**src/rtl/sirv_rtc_alarm_sched_if.sv**
```systemverilog
// Slot write / acknowledge bus for the RTC alarm scheduler.
// Master drives slot updates and acks; slave is the scheduler.
interface sirv_rtc_alarm_sched_if #(
    parameter int IDX_W = 2
);
    logic             wr_valid;
    logic [IDX_W-1:0] wr_idx;
    logic             wr_arm;
    logic [31:0]      wr_deadline;
    logic [31:0]      wr_period;
    logic             ack_valid;
    logic [IDX_W-1:0] ack_idx;

    modport master (
        output wr_valid,
        output wr_idx,
        output wr_arm,
        output wr_deadline,
        output wr_period,
        output ack_valid,
        output ack_idx
    );

    modport slave (
        input wr_valid,
        input wr_idx,
        input wr_arm,
        input wr_deadline,
        input wr_period,
        input ack_valid,
        input ack_idx
    );
endinterface

```
**src/rtl/sirv_rtc_alarm_sched.sv**
```systemverilog
// Multiplexes software alarm slots onto the single RTC comparator.
// Periodic reload is enabled by defining SIRV_RTC_SCHED_PERIODIC_EN.
module sirv_rtc_alarm_sched #(
    parameter int IDX_W = 2
) (
    input  logic                    clock,
    input  logic                    reset,
    sirv_rtc_alarm_sched_if.slave   bus,
    input  logic [31:0]             rtc_s,
    input  logic                    rtc_ip,
    output logic                    rtc_cmp_wr_valid,
    output logic [31:0]             rtc_cmp_wr_bits,
    output logic [(1<<IDX_W)-1:0]   armed,
    output logic [(1<<IDX_W)-1:0]   pending,
    output logic                    irq,
    output logic                    busy
);
    localparam int NSLOT = 1 << IDX_W;
    localparam logic [IDX_W-1:0] LAST = '1;

    typedef enum logic [2:0] {
        S_SCAN,
        S_PROG,
        S_SETTLE,
        S_WAIT,
        S_FIRE
    } state_t;

    state_t           state_q, state_d;
    logic [IDX_W-1:0] idx_q, idx_d;
    logic [31:0]      min_q, min_d;
    logic             settle_q, settle_d;
    logic             dirty_q;
    logic             irq_q;
    logic             scan_start;
    logic             fire;

    logic [31:0]      deadline_q [NSLOT];
    logic [NSLOT-1:0] armed_q;
    logic [NSLOT-1:0] pending_q;

    logic [NSLOT-1:0] wr_hit;
    logic [NSLOT-1:0] ack_hit;
    logic [NSLOT-1:0] due;
    logic [NSLOT-1:0] set_pend;

`ifdef SIRV_RTC_SCHED_PERIODIC_EN
    logic [31:0]      period_q [NSLOT];
`else
    logic             unused_period;
    assign unused_period = ^bus.wr_period;
`endif

    // Per-slot decode of writes, acks and expiry against the RTC count.
    always_comb begin
        wr_hit   = '0;
        ack_hit  = '0;
        due      = '0;
        set_pend = '0;
        for (int i = 0; i < NSLOT; i++) begin
            wr_hit[i]   = bus.wr_valid && (bus.wr_idx == IDX_W'(i));
            ack_hit[i]  = bus.ack_valid && (bus.ack_idx == IDX_W'(i));
            due[i]      = armed_q[i] && (deadline_q[i] <= rtc_s);
            set_pend[i] = fire && due[i] && !wr_hit[i];
        end
    end

    // Scheduler next-state: scan, program, settle, wait, fire.
    always_comb begin
        state_d    = state_q;
        idx_d      = idx_q;
        min_d      = min_q;
        settle_d   = settle_q;
        scan_start = 1'b0;
        fire       = 1'b0;
        unique case (state_q)
            S_SCAN: begin
                if (bus.wr_valid) begin
                    idx_d      = '0;
                    min_d      = '1;
                    scan_start = 1'b1;
                end else begin
                    if (armed_q[idx_q] && (deadline_q[idx_q] < min_q)) begin
                        min_d = deadline_q[idx_q];
                    end
                    idx_d = idx_q + 1'b1;
                    if (idx_q == LAST) begin
                        state_d = S_PROG;
                    end
                end
            end
            S_PROG: begin
                settle_d = 1'b0;
                state_d  = S_SETTLE;
            end
            S_SETTLE: begin
                if (settle_q) begin
                    state_d = S_WAIT;
                end else begin
                    settle_d = 1'b1;
                end
            end
            S_WAIT: begin
                if (dirty_q) begin
                    state_d    = S_SCAN;
                    idx_d      = '0;
                    min_d      = '1;
                    scan_start = 1'b1;
                end else if (rtc_ip) begin
                    state_d = S_FIRE;
                end
            end
            S_FIRE: begin
                fire       = 1'b1;
                state_d    = S_SCAN;
                idx_d      = '0;
                min_d      = '1;
                scan_start = 1'b1;
            end
            default: begin
                state_d    = S_SCAN;
                idx_d      = '0;
                min_d      = '1;
                scan_start = 1'b1;
            end
        endcase
    end

    // Scheduler state register.
    always_ff @(posedge clock or posedge reset) begin
        if (reset) begin
            state_q  <= S_SCAN;
            idx_q    <= '0;
            min_q    <= '1;
            settle_q <= 1'b0;
        end else begin
            state_q  <= state_d;
            idx_q    <= idx_d;
            min_q    <= min_d;
            settle_q <= settle_d;
        end
    end

    // A table change outside a scan forces a rescan from WAIT.
    always_ff @(posedge clock or posedge reset) begin
        if (reset) begin
            dirty_q <= 1'b0;
        end else if (scan_start) begin
            dirty_q <= 1'b0;
        end else if (bus.wr_valid) begin
            dirty_q <= 1'b1;
        end
    end

    // Slot table: software writes win over expiry in the same cycle.
    always_ff @(posedge clock or posedge reset) begin
        if (reset) begin
            armed_q <= '0;
            for (int i = 0; i < NSLOT; i++) begin
                deadline_q[i] <= '0;
`ifdef SIRV_RTC_SCHED_PERIODIC_EN
                period_q[i]   <= '0;
`endif
            end
        end else begin
            for (int i = 0; i < NSLOT; i++) begin
                if (wr_hit[i]) begin
                    armed_q[i]    <= bus.wr_arm;
                    deadline_q[i] <= bus.wr_deadline;
`ifdef SIRV_RTC_SCHED_PERIODIC_EN
                    if (bus.wr_arm) begin
                        period_q[i] <= bus.wr_period;
                    end
`endif
                end else if (fire && due[i]) begin
`ifdef SIRV_RTC_SCHED_PERIODIC_EN
                    if (period_q[i] != 32'd0) begin
                        deadline_q[i] <= deadline_q[i] + period_q[i];
                    end else begin
                        armed_q[i] <= 1'b0;
                    end
`else
                    armed_q[i] <= 1'b0;
`endif
                end
            end
        end
    end

    // Pending flags: expiry beats a same-cycle ack.
    always_ff @(posedge clock or posedge reset) begin
        if (reset) begin
            pending_q <= '0;
        end else begin
            for (int i = 0; i < NSLOT; i++) begin
                if (set_pend[i]) begin
                    pending_q[i] <= 1'b1;
                end else if (ack_hit[i]) begin
                    pending_q[i] <= 1'b0;
                end
            end
        end
    end

    // Interrupt line follows the pending set one cycle later.
    always_ff @(posedge clock or posedge reset) begin
        if (reset) begin
            irq_q <= 1'b0;
        end else begin
            irq_q <= |pending_q;
        end
    end

    assign rtc_cmp_wr_valid = (state_q == S_PROG);
    assign rtc_cmp_wr_bits  = min_q;
    assign armed            = armed_q;
    assign pending          = pending_q;
    assign irq              = irq_q;
    assign busy             = (state_q != S_WAIT);

endmodule
```
**src/flat_wrapper.sv**
```systemverilog
// flat-port wrapper written by rule: the top's interface ports become plain ports
module sirv_rtc_alarm_sched_flat 
#(
    parameter int IDX_W = 2
)
  (clock, reset, rtc_s, rtc_ip, rtc_cmp_wr_valid, rtc_cmp_wr_bits, armed, pending, irq, busy, bus_wr_valid, bus_wr_idx, bus_wr_arm, bus_wr_deadline, bus_wr_period, bus_ack_valid, bus_ack_idx);
  sirv_rtc_alarm_sched_if #(.IDX_W(IDX_W)) bus_i ();
  input  logic clock;
  input  logic reset;
  input  logic [31:0] rtc_s;
  input  logic rtc_ip;
  output logic rtc_cmp_wr_valid;
  output logic [31:0] rtc_cmp_wr_bits;
  output logic [(1<<IDX_W)-1:0] armed;
  output logic [(1<<IDX_W)-1:0] pending;
  output logic irq;
  output logic busy;
  input wire logic [$bits(bus_i.wr_valid)-1:0] bus_wr_valid;
  input wire logic [$bits(bus_i.wr_idx)-1:0] bus_wr_idx;
  input wire logic [$bits(bus_i.wr_arm)-1:0] bus_wr_arm;
  input wire logic [$bits(bus_i.wr_deadline)-1:0] bus_wr_deadline;
  input wire logic [$bits(bus_i.wr_period)-1:0] bus_wr_period;
  input wire logic [$bits(bus_i.ack_valid)-1:0] bus_ack_valid;
  input wire logic [$bits(bus_i.ack_idx)-1:0] bus_ack_idx;
  assign bus_i.wr_valid = bus_wr_valid;
  assign bus_i.wr_idx = bus_wr_idx;
  assign bus_i.wr_arm = bus_wr_arm;
  assign bus_i.wr_deadline = bus_wr_deadline;
  assign bus_i.wr_period = bus_wr_period;
  assign bus_i.ack_valid = bus_ack_valid;
  assign bus_i.ack_idx = bus_ack_idx;
  sirv_rtc_alarm_sched #(.IDX_W(IDX_W)) u_core (.clock(clock), .reset(reset), .bus(bus_i), .rtc_s(rtc_s), .rtc_ip(rtc_ip), .rtc_cmp_wr_valid(rtc_cmp_wr_valid), .rtc_cmp_wr_bits(rtc_cmp_wr_bits), .armed(armed), .pending(pending), .irq(irq), .busy(busy));
endmodule
```
**config.mk**
```make
export PLATFORM = sky130hd
export DESIGN_NAME = sirv_rtc_alarm_sched_flat
export DESIGN_NICKNAME = d
export VERILOG_FILES = /design/src/rtl/sirv_rtc_alarm_sched_if.sv /design/src/rtl/sirv_rtc_alarm_sched.sv /design/src/flat_wrapper.sv
export SDC_FILE = /design/constraint.sdc
export NUM_CORES = 1
export LEC_CHECK = 0
export BUFFER_PORTS_ARGS = -buffer_cell sky130_fd_sc_hd__buf_2
export CAP_MARGIN = 20
export CORE_MARGIN = 1
export CORE_UTILIZATION = 60
export DETAILED_ROUTE_END_ITERATION = 8
export PLACE_DENSITY = 0.79
export SKIP_LAST_GASP = 1
export SLEW_MARGIN = 20
export SYNTH_ARGS = -nofsm -noshare
export SYNTH_HDL_FRONTEND = slang
export SYNTH_SLANG_ARGS = --single-unit
```
**constraint.sdc**
```tcl
create_clock -name clock -period 8.89 [get_ports clock]
set_clock_uncertainty 0.05 [all_clocks]
set_input_delay 0.4445 -clock clock [delete_from_list [all_inputs] [get_ports clock]]
set_output_delay 0.4445 -clock clock [all_outputs]
set_load 0.01 [all_outputs]
```
# --- Yosys cells after proc, flatten, opt, wreduce, memory -nomap -nowiden ---
# Index checks and enable logic that the tools add are counted.
classes:
  n_addsub: 1
  n_lt_le_gt_ge: 7
  eq_ne: 18
  mux: 41
  bitwise: 2
  n_reduce_logical: 43
op_table:
  columns: ["op", "n"]
  rows:
  - ["32-bit 2-to-1 mux", 5]
  - ["32-bit less-or-equal comparator", 4]
  - ["32-bit one-hot mux with 3 select lines", 1]
  - ["32-bit binary-select mux with 2-bit select", 1]
  - ["32-bit < comparator", 1]
  - ["1-bit 2-to-1 mux", 22]
  - ["1-bit logical AND", 21]
  - ["2-bit nonzero test", 10]
  - ["3-bit 2-to-1 mux", 5]
  - ["3-bit one-hot mux with 4 select lines", 1]
  - ["2-bit equality test, second input constant", 5]
  - ["3-bit by 2-bit inequality test with 1-bit output, second input constant", 3]
  - ["3-bit by 2-bit equality test with 1-bit output, second input constant", 2]
  - ["2-bit by 1-bit inequality test with 1-bit output, second input constant", 3]
  - ["2-bit one-hot mux with 3 select lines", 1]
  - ["2-bit by 1-bit equality test with 1-bit output, second input constant", 2]
  - ["1-bit zero test", 4]
  - ["2-bit zero test", 2]
  - ["2-bit 2-to-1 mux", 2]
  - ["4-bit AND reduction", 1]
  - ["4-bit OR reduction", 1]
  - ["3-bit by 1-bit equality test with 1-bit output, second input constant", 1]
  - ["3-bit equality test, second input constant", 1]
  - ["3-bit greater-or-equal comparator, second input constant", 1]
  - ["other kinds (12)", 12]
totals:
  ff_bits: 176
  inputBits: 106
  word_cells: 130

# --- Depth between registers and ports, before layout ---
# Gate-level depths: netlist (run 1).
logic_depth:
  word_depth: 9
  depth_mapped: 12
  ltp_nobuf: 8

# --- Worst setup path after synthesis (run 1) ---
# OpenSTA, ideal clock, no wires.
synth_path:
  path_type: "reg-to-reg"
  start: "register u_core.idx_q[0]"
  end: "register u_core.min_q[0], in the netlist u_core.rtc_cmp_wr_bits[0]"
  setup_ns: 0.083
  t_arrival_ns: 3.034
  slack_ns: 5.723
  stages_incl_launch_ff: 12
  path_buffers: 4
  cell_sequence: "dfrtp_1 buf_2 buf_2 mux4_2 ha_1 nand4_1 nor4_2 o311ai_1 and3_1 buf_6 buf_6 o32a_1"
synth_via:
  elab_chain_cells: 8
  elab_cells_between_ends: 13
  cone_classes: "1 x order compare; 1 x eq/ne; 8 x mux; 1 x bitwise; 2 x reduce/logical"
synth_rtl:
  columns: ["element", "line", "text"]
  rows:
  - ["start: declaration", "sirv_rtc_alarm_sched.sv:30", "logic [IDX_W-1:0] idx_q, idx_d;"]
  - ["start signal: assignment", "sirv_rtc_alarm_sched.sv:138", "idx_q <= idx_d;"]
  - ["2-bit NOT with 3-bit output (not written as such)", "sirv_rtc_alarm_sched.sv:83, sirv_rtc_alarm_sched.sv:84", null]
  - ["32-bit binary-select mux with 2-bit select", "sirv_rtc_alarm_sched.sv:83, sirv_rtc_alarm_sched.sv:84", null]
  - ["32-bit 2-to-1 mux (not written as such) (2 in a row)", "sirv_rtc_alarm_sched.sv:83, sirv_rtc_alarm_sched.sv:84", null]
  - ["32-bit < comparator", "sirv_rtc_alarm_sched.sv:83", "if (armed_q[idx_q] && (deadline_q[idx_q] < min_q)) begin"]
  - ["1-bit logical AND", "sirv_rtc_alarm_sched.sv:83", null]
  - ["3-bit by 2-bit inequality test with 1-bit output (no line)", null, null]
  - ["3-bit AND reduction (no line)", null, null]
  - ["end signal: assignment", "sirv_rtc_alarm_sched.sv:139", "min_q <= min_d;"]
  - ["end: declaration", "sirv_rtc_alarm_sched.sv:31", "logic [31:0] min_q, min_d;"]
# Parallel ways exist; a longest one is shown, timed or not. The select of a mux whose other input is x is not followed.
# A chain may end at the register's enable or synchronous reset.

# --- Worst setup path in the final report (run 1) ---
layout_path:
  start: "register u_core.idx_q[0]"
  end: "register u_core.min_q[6], in the netlist u_core.rtc_cmp_wr_bits[6]"
# Same word-level chain as after synthesis.

==> results of run 1 <==
## final cells by class
type	count	area, um^2
Sequential cell	176	4450
Tap cell	229	287
Timing Repair Buffer	126	656
Clock inverter	13	186
Fill cell	1303	5470
Clock buffer	19	443
Inverter	82	313
Multi-Input combinational cell	661	6350
## cells in the final DEF (no fill, tap or decap), types with 5 or more instances in the layout
cell type	netlist	final
ha_1	160	160
dfrtp_1	144	143
mux2_1	127	127
buf_2	4	116
inv_1	81	80
a21oi_1	51	51
nand2_1	36	36
o32a_1	33	33
mux4_2	32	32
dfstp_2	32	32
nand4_1	31	31
nor2_1	23	22
o21ai_0	22	22
clkbuf_16	0	17
a211oi_1	14	14
nand3_1	14	13
a21o_1	13	13
o21ai_1	11	11
buf_4	0	10
nor4_1	8	8
a211o_1	8	8
and3_1	5	5
o21a_1	5	5
o221ai_1	5	5
## logic make-up (layout without fill, tap and decap cells)
group                      after synthesis  in the layout  synth area share
AOI/OAI and AO/OA                      194            194             0.122
DFF                                    176            176             0.395
muxes                                  163            163             0.195
adders and majority gates              160            160             0.178
and+or+nand+nor                        144            144            0.0688
buffers and inverters                  115            240            0.0421
## worst max-delay path: stages, from the launching register on
cell and delay (ns):
dfrtp_2 0.65, buf_4 0.51, mux4_2 0.61, ha_1 0.33, nand4_1 0.26, nor4_2 0.62, o311ai_1 0.26, and3_1 0.36
buf_4 0.29, o32a_1 0.40
## power breakdown
group	leakage, nW	switching (W)	internal (W)	total, W
clock	0.296	0.000331	0.000479	0.000810
combinational	3.66	0.000699	0.000594	0.00129
sequential	2.05	0.000218	0.00105	0.00127
## registers in the layout (all words and copies together), names as in the netlist
name / cells
u_core.settle_q: 1
u_core.irq: 1
u_core.deadline_q: 128
u_core.rtc_cmp_wr_bits: 32
u_core.idx_q: 2
u_core.armed: 4
u_core.dirty_q: 1
u_core.pending: 4
u_core.state_q: 3
## per-stage QoR
stage | hold WS [ns] | std cells | setup slack [ns] | power [W]
global route | 0.204 | 1306 | 4.25 | 0.00355
CTS | 0.190 | 1306 | 4.46 | 0.00336
global placement | 0.424 | 1274 | 4.53 | 0.00248
detailed placement | 0.428 | 1274 | 4.49 | 0.00253
floorplan | 0.416 | 952 | 3.67 | 0.00212
finish | 0.185 | 1306 | 4.47 | 0.00337
## per-layer routing
metal / part of all wire / wire length [um]
met2: 0.47 / 13600
met5: 0 / 0
met1: 0.44 / 12800
met4: 0.019 / 547
met3: 0.067 / 1950
## final timing paths
path / to / slack, ns
max: u_core.rtc_cmp_wr_bits[6] / 4.47
min: u_core.deadline_q[13] / 0.19
max reg2reg: u_core.rtc_cmp_wr_bits[6] / 4.47
min reg2reg: u_core.irq / 0.44
max in group asynchronous: u_core.idx_q[0] / 7.14
min in group clock: u_core.deadline_q[58] / 0.20
==> results.py, run 1 <==
metrics = {
    "worst_setup_path": {
        "crit_start": "u_core.idx_q[0]",
        "rr_startpoint": "u_core.idx_q[0]",
        "reg2reg_depth": 9,
        "critical_path_class": "flip-flop to flip-flop",
        "startpoint_type": "flip-flop",
        "arrival_ns": 4.73,
        "worstPathRequired_ns": 9.20,
        "setup.worst_path.end_class": "flip-flop",
        "crit_fanout": 26,
    },
    "drt": {
        "first_iter_violations": 762,
        "detail_route.wl_per_cell_um": 22.2,
        "route.vias.total": 8536,
        "via_per_inst": 6.54,
        "ant_nets": 0,
        "drt_pass1_iterations": 9,
        "drc": 8,
        "wl_mm": 28.9,
    },
    "clocking": {
        "cts-root-buf": "clkbuf_16",
        "clk_latency_ns": 0.44,
        "cts_buffers": 17,
        "cts.sinks": 176,
        "cts-htree-levels": 4,
        "cts_tree": "done",
        "path_clk_slew_ns": 0.07,
        "post_cts_buffers": 0,
        "clockBufferDepth": 2,
        "cts_resized": 0,
        "hold_buffers": 0,
    },
    "run_status": {
        "status": "complete, but fails checks",
        "violations": "DRC",
    },
    "global_route": {
        "track_usage": 0.310,
        "met1_usage": 0.426,
        "grt_max_degree": 110,
        "met2_usage": 0.501,
        "grt_pass1_wl_mm": 46.0,
        "gr-usage-met3": 0.0542,
        "antenna_found_initial": 0,
        "top_usage_layer": "met2",
        "grt_pass1_vias": 8588,
        "overflow": 0,
    },
    "synthesis": {
        "netlist_instances": 952,
        "synth_top_cell_by_area": "dfrtp_1",
        "synthesis.nets": 1218,
        "ys_seq_area_frac": 0.395,
        "syn_avg_cell_area_um2": 11.8,
        "post-synth-top-count-cell": "ha_1",
        "synth_warnings": 0,
        "ys.flop_type": "dfrtp_1",
        "synthArstFlopShare": 1.00,
        "synth-edff-count": 0,
        "synthDistinctLibCells": 55,
        "synth_top_cells_by_area": "dfrtp_1 32%, ha_1 18%, mux2_1 13%, dfstp_2 7.5%, mux4_2 6.4%",
        "ys_ff_latch": 176,
        "synth.cell_area_um2": 11300,
        "yosys.area.top_type_share": 0.320,
        "yosys-top-cells-count": "160 x ha_1, 144 x dfrtp_1, 127 x mux2_1",
    },
    "final_layout": {
        "antenna_cells": 0,
        "post-route-util": 0.699,
        "final_nets": 1330,
        "area_growth_pct": 12.7,
        "stdcell_area_um2": 12700,
        "drive_above_1_share": 0.215,
    },
    "placement": {
        "dpl.hpwl_mm": 21.0,
        "dpl_cell_area_um2": 12100,
        "gp_congestion": 0.909,
        "port-buffer-count": 116,
    },
    "flow_run": {
        "maxCapViolCount": 0,
    },
    "timing": {
        "fmax_ghz": 0.226,
        "slew_headroom": 0.352,
        "drv_slew": 0,
        "tns_ns": 0,
        "final_hold_viol_count": 0,
        "grt_setup_unrepaired": "no",
        "fin_crit_ns": 4.42,
        "setup_viol": 0,
        "worstMarginPinSlew_ns": 0.972,
        "finalCritPeriodShare": 0.497,
    },
    "floorplanning": {
        "coreArea_um2": 18100,
        "die_h_um": 139,
        "io_pins": 149,
        "dieArea_um2": 19300,
        "die_x_um": 139,
        "row_count": 49,
        "floorplan.initialDensity": 0.620,
    },
    "power_and_ir_drop": {
        "power.density_nw_per_um2": 266,
        "worst_ir_drop_vdd_mv": 0.169,
        "p_leak_nw": 6.01,
    },
    "worst_hold_path": {
        "hp-class": "input pin to asynchronous set/reset pin",
    },
}
(Power assumes the default switching activity.)
==> run 2: changes to the inputs <==
--- a/config.mk
+++ b/config.mk
@@ -8,9 +8,9 @@
 export BUFFER_PORTS_ARGS = -buffer_cell sky130_fd_sc_hd__buf_2
 export CAP_MARGIN = 20
 export CORE_MARGIN = 1
-export CORE_UTILIZATION = 60
+export CORE_UTILIZATION = 59
 export DETAILED_ROUTE_END_ITERATION = 8
-export PLACE_DENSITY = 0.79
+export PLACE_DENSITY = 0.78
 export SKIP_LAST_GASP = 1
 export SLEW_MARGIN = 20
 export SYNTH_ARGS = -nofsm -noshare
==> constraint.sdc (replaced) <==
create_clock -name clock -period 4.2 [get_ports clock]
set_clock_uncertainty 0.05 [all_clocks]
set_input_delay 0.21 -clock clock [delete_from_list [all_inputs] [get_ports clock]]
set_output_delay 0.21 -clock clock [all_outputs]
set_load 0.01 [all_outputs]
==> run 2 against run 1 <==
  * The run ends with hold timing left
  * Sequential power rose by 110%
  * Wire length rose by 0.33%
  * Die area rose by 1.7%
  * Final cell count grew 2.8%
  * Critical path type unchanged
  * Highest routed layer unchanged
==> results.py, run 2 (synthesized netlist as in run 1, its figures left out) <==
metrics = {
    "floorplanning": {
        "die_x_um": 140,
        "die_h_um": 140,
        "row_count": 50,
        "floorplan.initialDensity": 0.602,
        "io_pins": 149,
        "coreArea_um2": 18700,
        "dieArea_um2": 19600,
    },
    "clocking": {
        "cts_buffers": 17,
        "cts_resized": 0,
        "clk_latency_ns": 0.43,
        "cts-root-buf": "clkbuf_16",
        "cts_tree": "done",
        "cts-htree-levels": 4,
        "path_clk_slew_ns": 0.07,
        "cts.sinks": 176,
        "clockBufferDepth": 2,
    },
    "final_layout": {
        "layout_common_cells": "160 x ha_1, 143 x dfrtp_1, 127 x mux2_1, 116 x buf_2, 80 x inv_1",
        "drive_above_1_share": 0.213,
        "area_growth_pct": 15.6,
        "top_register": "u_core.deadline_q",
        "final_nets": 1362,
        "mostFrequentLayoutCell": "ha_1",
        "antenna_cells": 0,
        "multi_input_area_um2": 6350,
        "largest_reg_flops": 128,
        "fillers": 1373,
        "seqCellArea_um2": 4450,
    },
    "drt": {
        "first_iter_violations": 732,
        "ant_nets": 0,
        "wl_mm": 29.0,
        "route.vias.total": 8510,
        "drc": 0,
        "detail_route.wl_per_cell_um": 21.6,
        "via_per_inst": 6.34,
        "drt_pass1_iterations": 5,
    },
    "global_route": {
        "top_usage_layer": "met2",
        "grt_max_degree": 177,
        "gr-usage-met3": 0.0653,
        "met1_usage": 0.434,
        "overflow": 0,
        "grt_pass1_vias": 8716,
        "met2_usage": 0.502,
        "antenna_found_initial": 0,
        "track_usage": 0.314,
        "grt_pass1_wl_mm": 47.3,
    },
    "worst_setup_path": {
        "r2r-end": "u_core.rtc_cmp_wr_bits[21]",
        "r2r_setup_slack_ns": 0.65,
        "reg2reg_depth": 9,
        "arrival_ns": 3.86,
        "worstPathRequired_ns": 4.51,
        "crit_fanout": 24,
        "startpoint_type": "flip-flop",
        "setup.worst_path.end_class": "flip-flop",
        "critical_path_class": "flip-flop to flip-flop",
        "critPathCapture": "u_core.rtc_cmp_wr_bits[21]",
        "rr_startpoint": "u_core.idx_q[0]",
        "crit_start": "u_core.idx_q[0]",
    },
    "placement": {
        "gp_congestion": 0.946,
        "port-buffer-count": 116,
        "dpl.hpwl_mm": 21.1,
    },
    "timing": {
        "finalCritPeriodShare": 0.845,
        "setup_viol": 0,
        "drv_slew": 0,
        "fmax_ghz": 0.282,
        "tns_ns": 0,
        "worstMarginPinSlew_ns": 1.11,
        "slew_headroom": 0.259,
        "fin_crit_ns": 3.55,
        "grt_setup_unrepaired": "no",
        "final_hold_viol_count": 34,
        "hold_ws_ns": -0.112,
    },
    "power_and_ir_drop": {
        "power.density_nw_per_um2": 549,
        "worst_ir_drop_vdd_mv": 0.376,
        "total_power_w": 0.00714,
        "p_leak_nw": 6.15,
    },
    "run_status": {
        "violations": "hold timing",
        "status": "complete, but fails checks",
    },
    "worst_hold_path": {
        "hp-class": "input pin to asynchronous set/reset pin",
    },
    "flow_run": {
        "maxCapViolCount": 0,
    },
}
run 2: changes by cell type in the layout (fill, tap and decap cells not counted):
cell / before / now
clkbuf_8: 1 / 0
dlygate4sd3_1: 0 / 28
buf_4: 10 / 11
bufinv_16: 4 / 3
buf_12: 0 / 3
clkinvlp_4: 4 / 2
inv_6: 3 / 5
clkinv_4: 1 / 3
run 2: final cells by class:
class,instances,area share
Multi-Input combinational cell,661,0.488
Sequential cell,176,0.342
Timing Repair Buffer,158,0.0771
Clock buffer,18,0.0330
Inverter,82,0.0239
Tap cell,234,0.0225
Clock inverter,14,0.0137
run 2: stage by stage:
| stage | setup WS [ns] | std cells | hold slack (ns) | utilization | cell area (um^2) |
|---|---|---|---|---|---|
| 6_report | 0.649 | 1343 | -0.112 | 0.696 | 13000 |
| 5_1_grt | 0.519 | 1343 | 0.0164 | 0.696 | 13000 |
| 4_1_cts | 0.691 | 1343 | 0.00101 | 0.696 | 13000 |
| 3_5_place_dp | 0.750 | 1283 | 0.414 | 0.648 | 12100 |
| 3_3_place_gp | 0.782 | 1283 | 0.412 | 0.648 | 12100 |
| 2_1_floorplan | 1.03 | 952 | 0.275 | - | 11300 |
run 2: worst max-delay path: stages (launching register included):
cell,delay (ns)
dfrtp_2,0.55
buf_12,0.22
mux4_2,0.56
ha_1,0.33
nand4_1,0.19
nor4_2,0.51
o311ai_1,0.24
and3_1,0.27
buf_12,0.17
o32a_1,0.35
run 2: power breakdown:
part	switching [W]	internal [W]	leakage [nW]
Sequential	0.000433	0.00222	2.05
Clock	0.000702	0.000946	0.296
Combinational	0.00152	0.00131	3.80
run 2: timing repair:
item / CTS / global route
setup buffers: 0 / 0
hold buffers: 28 / 0
endpoints found under the hold margin: 100 / 0
run 2: metal layers:
metal | up-vias | part of all wire
met1 | 4195 | 0.44
met4 | 0 | 0.016
met2 | 344 | 0.47
li1 | 3934 | -
met3 | 37 | 0.073
met5 | - | 0
run 2: how the worst min path moves through the flow:
stage / to / slack [ns] / depth (start not counted)
3_5_place_dp: u_core.deadline_q[8] / 0.41 / 2
6_report: u_core.deadline_q[58] / -0.11 / 3
4_1_cts: u_core.deadline_q[111] / 0.001 / 2
3_3_place_gp: u_core.deadline_q[4] / 0.41 / 2
2_1_floorplan: u_core.armed[3] / 0.28 / 2
5_1_grt: u_core.deadline_q[47] / 0.02 / 2
==> run 3: changes to the inputs <==
--- a/config.mk
+++ b/config.mk
@@ -8,9 +8,9 @@
 export BUFFER_PORTS_ARGS = -buffer_cell sky130_fd_sc_hd__buf_2
 export CAP_MARGIN = 20
 export CORE_MARGIN = 1
-export CORE_UTILIZATION = 59
+export CORE_UTILIZATION = 53
 export DETAILED_ROUTE_END_ITERATION = 8
-export PLACE_DENSITY = 0.78
+export PLACE_DENSITY = 0.74
 export SKIP_LAST_GASP = 1
 export SLEW_MARGIN = 20
 export SYNTH_ARGS = -nofsm -noshare
==> constraint.sdc (replaced) <==
create_clock -name clock -period 3.2 [get_ports clock]
set_clock_uncertainty 0.05 [all_clocks]
set_input_delay 0.16 -clock clock [delete_from_list [all_inputs] [get_ports clock]]
set_output_delay 0.16 -clock clock [all_outputs]
set_load 0.01 [all_outputs]
==> run 3 against run 2 <==
  * The run still ends with hold timing left
  * Hold slack improved by 0.081 ns
  * Fmax rose by 13%
  * Critical path depth rose by 1
  * Wire length rose by 3.5%
==> results.py, run 3 (synthesized netlist as in run 1, its figures left out) <==
metrics = {
    "run_status": {
        "status": "complete, but fails checks",
        "violations": "hold timing",
    },
    "worst_setup_path": {
        "setup.worst_path.end_class": "flip-flop",
        "worstPathRequired_ns": 3.51,
        "path_buf_inv": 3,
        "reg2reg_depth": 10,
        "r2r-end": "u_core.rtc_cmp_wr_bits[24]",
        "r2r_setup_slack_ns": 0.05,
        "startpoint_type": "flip-flop",
        "crit_family": "simple AND/OR/NAND/NOR gates",
        "crit_slowest_cell": "mux4_2",
        "crit_fanout": 12,
        "arrival_ns": 3.46,
        "slowest_delay_ns": 0.54,
        "crit_chain": "buf_12 -> mux4_2 -> ha_1 -> nand4_1 -> nor4_2 -> buf_4 -> o311ai_2 -> and3_4 -> clkbuf_16 -> o32a_1",
        "critical_path_class": "flip-flop to flip-flop",
        "rr_startpoint": "u_core.idx_q[0]",
    },
    "timing": {
        "tns_ns": 0,
        "finalCritPeriodShare": 0.985,
        "setup_viol": 0,
        "worstMarginPinSlew_ns": 0.933,
        "final_hold_viol_count": 28,
        "hold_ws_ns": -0.0317,
        "fmax_ghz": 0.317,
        "slew_headroom": 0.378,
        "drv_slew": 0,
        "fin_crit_ns": 3.15,
    },
    "power_and_ir_drop": {
        "worst_ir_drop_vdd_mv": 0.417,
        "p_leak_nw": 6.29,
        "switching_power_w": 0.00357,
        "p_int_w": 0.00615,
        "seqPwrFrac": 0.360,
        "power.density_nw_per_um2": 725,
        "combPwrFrac": 0.410,
        "total_power_w": 0.00972,
        "power_frac_clock": 0.229,
        "switching_share": 0.367,
    },
    "clocking": {
        "path_clk_slew_ns": 0.07,
        "cts-root-buf": "clkbuf_16",
        "cts_tree": "done",
        "clk_latency_ns": 0.44,
        "cts_buffers": 17,
        "cts.sinks": 176,
        "cts-htree-levels": 4,
        "clockBufferDepth": 2,
    },
    "global_route": {
        "grt_pass1_wl_mm": 47.9,
        "antenna_found_initial": 0,
        "track_usage": 0.288,
        "overflow": 0,
        "met1_usage": 0.405,
        "grt_max_degree": 177,
        "grt_pass1_vias": 8882,
        "top_usage_layer": "met2",
        "met2_usage": 0.453,
        "gr-usage-met3": 0.0500,
    },
    "placement": {
        "port-buffer-count": 116,
        "dpl.hpwl_mm": 21.6,
        "post-place-cells": 1336,
        "gp_congestion": 0.922,
    },
    "final_layout": {
        "multi_input_area_um2": 6390,
        "final_nets": 1390,
        "stdcell_count": 1407,
        "drive_above_1_share": 0.230,
        "top_register": "u_core.deadline_q",
        "fillers": 1581,
        "area_growth_pct": 19.2,
        "layout_common_cells": "159 x ha_1, 143 x dfrtp_1, 127 x mux2_1, 116 x buf_2, 80 x inv_1",
        "largest_reg_flops": 128,
        "mostFrequentLayoutCell": "ha_1",
        "seqCellArea_um2": 4450,
        "antenna_cells": 0,
    },
    "flow_run": {
        "maxCapViolCount": 0,
    },
    "drt": {
        "drt_pass1_iterations": 5,
        "ant_nets": 0,
        "wl_mm": 30.1,
        "via_per_inst": 6.18,
        "route.vias.total": 8699,
        "detail_route.wl_per_cell_um": 21.4,
        "first_iter_violations": 484,
        "drc": 0,
    },
    "floorplanning": {
        "io_pins": 149,
        "die_h_um": 148,
        "die_x_um": 148,
        "dieArea_um2": 21800,
        "floorplan.initialDensity": 0.549,
        "row_count": 52,
        "coreArea_um2": 20500,
    },
    "worst_hold_path": {
        "hp-class": "input pin to asynchronous set/reset pin",
    },
}
## run 3: cell types whose count changed in the layout (fill, tap and decap cells not counted), sizes merged
cell / previous run / this run
clkinv: 5 / 1
buf: 130 / 148
inv: 86 / 84
clkinvlp: 2 / 5
dlygate4sd3: 28 / 37
clkbuf: 18 / 22
## run 3: power groups by stage
stage | registers (W) | clock network, W | logic, W
3_5_place_dp | 0.00351 | 0 | 0.00377
5_1_grt | 0.00356 | 0.00235 | 0.00437
3_3_place_gp | 0.00349 | 0 | 0.00366
6_report | 0.00350 | 0.00223 | 0.00399
4_1_cts | 0.00348 | 0.00225 | 0.00385
2_1_floorplan | 0.00339 | 0 | 0.00252
## run 3: final cells by class
cell class	instances	share of cell area
clock buffer	21	0.0351
clock inverter	11	0.0113
inverter	82	0.0232
multi-input combinational	661	0.476
sequential	176	0.331
tap	270	0.0252
timing repair buffer	186	0.0974
## run 3: what timing repair did
action,4_1_cts,5_1_grt
setup endpoints to repair,0,32
buffers inserted,0,1
gates resized for setup,0,12
endpoints found under the hold margin,136,0
hold buffers,37,0
## run 3: worst reg2reg max path, stage by stage, from the launching register on
cell and delay [ns]:
dfrtp_2 0.43, buf_12 0.15, mux4_2 0.54, ha_1 0.34, nand4_1 0.24, nor4_2 0.28
buf_4 0.17, o311ai_2 0.11, and3_4 0.24, clkbuf_16 0.19, o32a_1 0.34
## run 3: how the worst max path moves through the flow
stage | startpoint | end | slack, ns | cells past startpoint
after global placement | u_core.idx_q[0] | u_core.rtc_cmp_wr_bits[25] | 0.12 | 12
after global routing | u_core.idx_q[0] | u_core.rtc_cmp_wr_bits[16] | -0.01 | 10
final | u_core.idx_q[0] | u_core.rtc_cmp_wr_bits[24] | 0.05 | 10
after floorplan | u_core.idx_q[0] | u_core.rtc_cmp_wr_bits[0] | 0.03 | 11
after detailed placement | u_core.idx_q[0] | u_core.rtc_cmp_wr_bits[24] | 0.08 | 12
after CTS | u_core.idx_q[0] | u_core.rtc_cmp_wr_bits[29] | 0.06 | 12
## run 3: per-layer routing
layer | up-vias | wire (um) | part of all wire
met3 | 51 | 1630 | 0.054
met2 | 278 | 13800 | 0.46
li1 | 3992 | - | -
met4 | 0 | 719 | 0.024
met1 | 4378 | 13900 | 0.46
met5 | - | 0 | 0
## run 3: metrics by stage
stage                     instance area [um^2]  utilization  hold slack [ns]  setup slack [ns]
final                                    13400        0.655          -0.0317            0.0492
after global routing                     13400        0.655           0.0386           -0.0101
after CTS                                13300        0.650          0.00878            0.0601
after detailed placement                 12300        0.602            0.365            0.0796
after global placement                   12300        0.602            0.360             0.121
after floorplan                          11300            -            0.225            0.0330
